--- src/rtl/rmii_tx_arbiter.sv ---
// Two-requester round-robin arbiter that frames bytes (preamble, SFD, data) for an RMII serializer.
// Define TX_FCS_EN to append a CRC-32 FCS computed over the data bytes.
module rmii_tx_arbiter (
    input  logic       clk,
    input  logic       rst_n,
    input  logic       s0_req,
    input  logic       s1_req,
    input  logic [7:0] s0_data,
    input  logic [7:0] s1_data,
    input  logic       s0_valid,
    input  logic       s1_valid,
    input  logic       s0_last,
    input  logic       s1_last,
    output logic       s0_gnt,
    output logic       s1_gnt,
    output logic       s0_ack,
    output logic       s1_ack,
    output logic [7:0] phy_tx_data,
    output logic       phy_tx_valid,
    output logic       frame_done,
    output logic       underrun
);
    typedef enum logic [2:0] {
        StIdle,
        StPre,
        StSfd,
        StData,
`ifdef TX_FCS_EN
        StFcs,
`endif
        StIfg
    } state_e;

    state_e     state_q, state_d;
    logic [3:0] cnt_q, cnt_d;
    logic [1:0] gnt_q, gnt_d;
    logic       prio_q, prio_d;
    logic [7:0] phy_data_q, phy_data_d;
    logic       phy_valid_q, phy_valid_d;
    logic       done_q, done_d;
    logic       under_q, under_d;
    logic       pick;
    logic [7:0] in_data;
    logic       in_valid, in_last;

    // prio_q names the requester that wins a tie; a lone requester always wins.
    assign pick     = (s0_req & s1_req) ? prio_q : s1_req;
    assign in_data  = gnt_q[1] ? s1_data  : s0_data;
    assign in_valid = gnt_q[1] ? s1_valid : s0_valid;
    assign in_last  = gnt_q[1] ? s1_last  : s0_last;

`ifdef TX_FCS_EN
    logic [31:0] crc_q, crc_d, fcs;

    function automatic logic [31:0] crc_byte(input logic [31:0] crc, input logic [7:0] d);
        logic [31:0] c;
        c = crc ^ {24'd0, d};
        for (int i = 0; i < 8; i++) begin
            c = c[0] ? ((c >> 1) ^ 32'hEDB8_8320) : (c >> 1);
        end
        return c;
    endfunction

    assign fcs = ~crc_q;
`endif

    always_comb begin
        state_d     = state_q;
        cnt_d       = cnt_q;
        gnt_d       = gnt_q;
        prio_d      = prio_q;
        phy_data_d  = 8'h00;
        phy_valid_d = 1'b0;
        done_d      = 1'b0;
        under_d     = 1'b0;
`ifdef TX_FCS_EN
        crc_d       = crc_q;
`endif
        case (state_q)
            StIdle: begin
                if (s0_req | s1_req) begin
                    gnt_d   = pick ? 2'b10 : 2'b01;
                    prio_d  = ~pick;
                    cnt_d   = 4'd0;
                    state_d = StPre;
                end
            end
            StPre: begin
                phy_valid_d = 1'b1;
                phy_data_d  = 8'h55;
                if (cnt_q == 4'd6) begin
                    cnt_d   = 4'd0;
                    state_d = StSfd;
                end else begin
                    cnt_d = cnt_q + 4'd1;
                end
            end
            StSfd: begin
                phy_valid_d = 1'b1;
                phy_data_d  = 8'hD5;
                state_d     = StData;
`ifdef TX_FCS_EN
                crc_d       = 32'hFFFF_FFFF;
`endif
            end
            StData: begin
                cnt_d = 4'd0;
                if (in_valid) begin
                    phy_valid_d = 1'b1;
                    phy_data_d  = in_data;
`ifdef TX_FCS_EN
                    crc_d       = crc_byte(crc_q, in_data);
`endif
                    if (in_last) begin
                        gnt_d = 2'b00;
`ifdef TX_FCS_EN
                        state_d = StFcs;
`else
                        done_d  = 1'b1;
                        state_d = StIfg;
`endif
                    end
                end else begin
                    // Starved mid-frame: abandon the frame without an FCS.
                    gnt_d   = 2'b00;
                    under_d = 1'b1;
                    state_d = StIfg;
                end
            end
`ifdef TX_FCS_EN
            StFcs: begin
                phy_valid_d = 1'b1;
                case (cnt_q[1:0])
                    2'd0:    phy_data_d = fcs[7:0];
                    2'd1:    phy_data_d = fcs[15:8];
                    2'd2:    phy_data_d = fcs[23:16];
                    default: phy_data_d = fcs[31:24];
                endcase
                if (cnt_q == 4'd3) begin
                    cnt_d   = 4'd0;
                    done_d  = 1'b1;
                    state_d = StIfg;
                end else begin
                    cnt_d = cnt_q + 4'd1;
                end
            end
`endif
            StIfg: begin
                if (cnt_q == 4'd11) begin
                    cnt_d   = 4'd0;
                    state_d = StIdle;
                end else begin
                    cnt_d = cnt_q + 4'd1;
                end
            end
            default: state_d = StIdle;
        endcase
    end

    always_ff @(posedge clk or negedge rst_n) begin
        if (!rst_n) begin
            state_q     <= StIdle;
            cnt_q       <= 4'd0;
            gnt_q       <= 2'b00;
            prio_q      <= 1'b0;
            phy_data_q  <= 8'h00;
            phy_valid_q <= 1'b0;
            done_q      <= 1'b0;
            under_q     <= 1'b0;
`ifdef TX_FCS_EN
            crc_q       <= 32'hFFFF_FFFF;
`endif
        end else begin
            state_q     <= state_d;
            cnt_q       <= cnt_d;
            gnt_q       <= gnt_d;
            prio_q      <= prio_d;
            phy_data_q  <= phy_data_d;
            phy_valid_q <= phy_valid_d;
            done_q      <= done_d;
            under_q     <= under_d;
`ifdef TX_FCS_EN
            crc_q       <= crc_d;
`endif
        end
    end

    assign s0_gnt       = gnt_q[0];
    assign s1_gnt       = gnt_q[1];
    assign s0_ack       = gnt_q[0] & (state_q == StData);
    assign s1_ack       = gnt_q[1] & (state_q == StData);
    assign phy_tx_data  = phy_data_q;
    assign phy_tx_valid = phy_valid_q;
    assign frame_done   = done_q;
    assign underrun     = under_q;
endmodule

--- config.mk ---
export PLATFORM = sky130hd
export DESIGN_NAME = rmii_tx_arbiter
export DESIGN_NICKNAME = d
export VERILOG_FILES = /design/src/rtl/rmii_tx_arbiter.sv
export SDC_FILE = /design/constraint.sdc
export NUM_CORES = 1
export LEC_CHECK = 0
export CAP_MARGIN = 5
export CORE_MARGIN = 4
export CORE_UTILIZATION = 39
export DETAILED_ROUTE_END_ITERATION = 12
export PLACE_DENSITY = 0.74
export SLEW_MARGIN = 10
export SYNTH_ARGS = -nofsm -noshare
export SYNTH_HDL_FRONTEND = slang
export SYNTH_SLANG_ARGS = --single-unit
--- constraint.sdc ---
create_clock -name clk -period 1.5 [get_ports clk]
set_input_delay 0.375 -clock clk [delete_from_list [all_inputs] [get_ports clk]]
set_output_delay 0.375 -clock clk [all_outputs]
set_load 0.01 [all_outputs]
# Yosys cells after proc, flatten, opt, wreduce, memory -nomap -nowiden
# Cells that the tools add are included.
# op_classes
addsub	1
n_eq_ne	10
mux	28
bitwise_logic	5
reduce_logical	8
# op_table
operator	n
case mux 8 bit (3 select lines)	1
two-way mux 8 bit	2
case mux 4 bit (4 select lines)	1
two-way mux 3 bit	5
case mux 3 bit (5 select lines)	1
two-way mux 4 bit	3
two-way mux 1 bit	9
two-way mux 2 bit	4
equality test 3 x 2 -> 1 bit, second input constant	2
!= test 2 bit, second input constant	3
adder 4 x 1 -> 4 bit, second input constant	1
equality test 4 x 3 -> 1 bit, second input constant	1
equality test 4 bit, second input constant	1
case mux 2 bit (2 select lines)	1
AND reduction 2 bit	2
AND reduction 4 bit	1
nonzero test 4 bit	1
AND 1 bit	3
equality test 3 x 1 -> 1 bit, second input constant	1
equality test 3 bit, second input constant	1
logical NOT 3 bit	1
!= test 3 bit, second input constant	1
AND reduction 3 bit	1
case mux 1 bit (2 select lines)	1
4 further kinds	4
# totals
reg_bits	21
output_inout_bits	15

# Longest topological paths before layout
# depth
ltp_word	5
mapped_depth	6
ltp_nobuf	6

# Least setup slack after synthesis
# OpenSTA, ideal clock, no wires.
# synth_path
path_kind	register to register
from	reg gnt_q[1]
to	reg gnt_q[0]
setup_ns	0.128
t_arrival_ns	1.380
t_required_ns	1.372
setup_slack_ns	-0.008
stages_incl_launch_ff	4
path_buffers	0
period_less_slack_ns	1.508
cell_sequence	dfrtp_1 mux2_4 a311oi_2 mux2_1
# synth_between
elab_chain_len	3
# synth_lines
element	line_no	text
start: declaration	36	logic [1:0] gnt_q, gnt_d;
start signal: assignment	176	gnt_q <= gnt_d;
two-way mux 1 bit, on equally long branches	49, 50	
!= test 3 bit (no line) or two-way mux 2 bit (tied branches)	-	
AND reduction 3 bit (no line) or case mux 2 bit (2 select lines) (tied branches)	-	
# Several ways; a longest one is shown, not always the timed one.
# A chain may end at the register's enable or synchronous reset.

# Worst setup path after layout
# layout_path
from	reg state_q[2]
to	out s0_ack
# layout_between
elab_chain_len	2
# layout_lines
element	line_no	text
start: declaration	34	state_e state_q, state_d;
start signal: assignment	162	state_q <= StIdle;
start signal: assignment	174	state_q <= state_d;
equality test 3 x 2 -> 1 bit	190	assign s0_ack = gnt_q[0] & (state_q == StData);
AND 1 bit	190	
end: declaration	16	output logic s0_ack,
# Every way passes these cells.

==> results.md <==
* PD cells at 1750 nW/um2
* Worst vdd rail ir drop at 1.05 mV
* Largest net degree at the start of global routing at 22
* Min setup slack post-route at -191 ps
* Yosys top cell by area: dfrtp_1
* # IOs at 39
* First-pass iteration count of the detailed router at 4
* Initial antenna violation count at 0
* GRT Util Overall at between 10% and 20%
* Die footprint at 3660 um2
* Flop and latch count out of synthesis at 21
* Via density per instance at 5.16
* Seq/Total Area, Yosys at 48.9%
* Crit path capture type: primary output
* Setup violators final at 4
* Synth top area share at between 40% and 50%
* Starting DRT DRC Count at 17
* IO buf count at 38
* Core area at 2540 um2
* Number of global-route vias before repair at roughly 1000
* DRT antenna net count at 0
* Footprint of the multi-input gates at 514 um2
* Synth-to-layout area growth at 52.7%
* Outcome: finished with violations
* CP Data Arrival Time at 1320 ps
* Synth unique cells at 32
* Hold WC Path Type: in2async
* Die width at approximately 60 um
* DRC at 0
* Setup crit start: state_q[2]
* Max incr delay on CP at roughly 400 ps
* Clock Power Share at 9.6%
* Setup TNS at -511 ps
* Fillers at 220
* Slew headroom at 79.5%
* Combinational share of power at 58.6%
* DP Wirelength at 2160 um
* Pin slew with the least headroom to its limit at approximately 300 ps
* Post-Synth Simple-Gate Area at 16.1%
* Critical path class: reg2out
* Clock Path Buffers at 2
* Net Sw Power at 1100 uW
* CP delay by family, top: flip-flops
* FF/Latch Area at 527 um2
* Die Span Y at 60.5 um
* Worst-path clk slew at 120 ps
* CTS Hold Bufs at 0
* Syn nets at between 100 and 150
* RSZ-0062 raised after global routing: yes
* Synth Area in Adders at 2.33%
* XOR/XNOR share of the synthesized area at 0.815%
* Number of vias in the routed layout at 954
* # H-tree levels at 1
* Fin. max-slew vios at 0
* Internal at 1770 uW
* Synthesis Warnings at 0
* Fin crit share at 113%
* Final hold violation count at 0
* Most numerous cell on the critical path: buf_6
* Placed Instances at roughly 180
* Type of element launching the critical path: flop
* Syn_area_per_cell at 11.1 um2
* CP max FO at 3
* Final WL at approximately 2800 um
* CTS tree: done
* Fmax at 0.591 GHz
* Maxcap violations at 0
* Slowest cell on crit path: dfrtp_1
* Top cells by area, synth: dfrtp_1 (49%), mux2i_1 (9.3%), buf_6 (3.1%), nor2_1 (2.8%), ha_1 (2.3%)
* Skew final at 4.47 ps
* Layout cell share with drive strength beyond 1 at 26.5%
* Failing checks: setup timing
* Non-filler cells, final at 185
* Leakage at 0.000802 uW
* Sw frac at 38.4%
* Worst skew pair latency at 300 ps
* RePlAce Congestion at about 0.79
* Ant. Diodes at 0
* Mapped Cells at 97
* Multiplexer share of the synthesized area at 12.8%
* Final nets at 182
* CTS root buf: clkbuf_4
* Row cnt at 18
* Overflow after GRT at 0
* Initial core utilization at between 40% and 50%
* Pwr Total at 2880 uW
* Critical Path RT at approximately 1100 ps
* Post-Syn Area at 1070 um2
* Critical-path cell list: and3b_2 > buf_6 > and2_4 > buf_6
* DR WL/cell at 15.0 um
* Final min period at 1690 ps
* Clock buffer count from CTS at 3
* Worst R2R Start: state_q[1]
* WP buf/inv at 2
* Main combinational cell family by area after synthesis: simple AND/OR/NAND/NOR gates
* Clk sink count at 21
* Wire length of the first global-routing pass at 4360 um
* Complex-gate fraction of the synthesized area at 13.6%
* Register share of total power at 31.8%
-- Yosys cell counts --
| master | count |
|---|---|
| nor2_1 | 8 |
| mux2_1 | 2 |
| mux2_4 | 1 |
| and3b_1 | 1 |
| and3_1 | 2 |
| and2_1 | 3 |
| a21oi_1 | 3 |
| nor2_2 | 1 |
| nand3b_1 | 2 |
| xor2_1 | 1 |
| nor3b_1 | 3 |
| nand3_1 | 1 |
| mux2i_1 | 10 |
| a2bb2oi_1 | 1 |
| nand2_1 | 2 |
| o21ai_0 | 4 |
| ha_1 | 2 |
| or2_1 | 1 |
| buf_6 | 3 |
| a311oi_2 | 1 |
| buf_2 | 2 |
| o31ai_2 | 1 |
| o21ai_1 | 3 |
| nor3_1 | 3 |
| dfrtp_1 | 21 |
| inv_1 | 4 |
| nand2b_1 | 4 |
| a32o_1 | 1 |
| a21o_1 | 2 |
| a32oi_2 | 1 |
| a31oi_1 | 2 |
| o22ai_1 | 1 |
-- cells by family after synthesis --
logic type / after synthesis
AO/OA/AOI/OAI: 20
XOR/XNOR: 1
adder cells (fa/ha/maj): 2
buffers and inverters: 9
flip-flops: 21
multiplexers: 13
AND/OR/NAND/NOR: 31
-- final timing paths --
check                           endpoint  slack, ps  cells after the start
worst max-delay path              s0_ack       -190                      4
worst min-delay path            cnt_q[3]        400                      2
worst max register to register  gnt_q[1]       -120                      5
worst min register to register    prio_q        500                      1
max in group asynchronous       gnt_q[1]        870                      2
min in group clk                  prio_q        500                      1
-- final cells by class --
| cell class | instances | share of cell area [%] |
|---|---|---|
| clock inverter | 1 | 0.305 |
| clock buffer | 3 | 1.37 |
| timing repair buffer | 59 | 31.7 |
| multi-input combinational | 67 | 31.3 |
| tap | 30 | 2.29 |
| sequential | 21 | 32.1 |
| inverter | 4 | 0.915 |
-- sequential cells by signal (all words and copies together), names as in the netlist --
signal	count
underrun	1
frame_done	1
cnt_q	4
state_q	3
prio_q	1
phy_tx_data	8
phy_tx_valid	1
gnt_q	2
-- per-layer routing --
metal	track usage, %	up-vias	share of wire, %
met2	29.0	21	54
met5	0	-	0
li1	-	462	-
met4	2.48	0	1.3
met1	19.6	465	41
met3	3.19	6	3.5
-- power groups by stage --
stage | sequential (uW) | clock (uW) | combinational, uW
after global placement | 914 | 0 | 1520
final | 916 | 275 | 1690
after detailed placement | 934 | 0 | 1580
after floorplan | 968 | 0 | 879
after CTS | 904 | 281 | 1650
after global routing | 945 | 305 | 1840
-- timing repair --
action | CTS | global route
pin swaps | 3 | 6
endpoints found under the hold margin | 0 | 0
gates resized for setup | 28 | 6
setup endpoints to repair | 17 | 17
buffers inserted | 6 | 1
-- stage by stage --
stage	setup WS, ps	utilization (%)	instance area (um2)	hold slack, ps
2_1_floorplan	3.69	-	1070	79.4
3_3_place_gp	-262	61.4	1560	468
3_5_place_dp	-354	61.4	1560	476
4_1_cts	-186	63.9	1630	406
5_1_grt	-246	64.5	1640	438
6_report	-191	64.5	1640	400
-- cell usage in the layout, fill, tap and decap left out, types with 2 or more instances in the layout --
master and n:
a21o_1 2, a21oi_1 3, a31oi_1 2, and2_1 2, and3_1 2, buf_4 21, buf_6 2, clkbuf_4 3
clkdlybuf4s50_1 23, dfrtp_1 20, dlygate4sd2_1 12, inv_1 2, inv_2 2, mux2_4 2, mux2i_1 10, nand2b_1 4
nand3b_1 2, nor2_1 8, nor3_1 3, nor3b_1 3, o21ai_0 4, o21ai_1 3
Power figures use the tool's default switching activity.
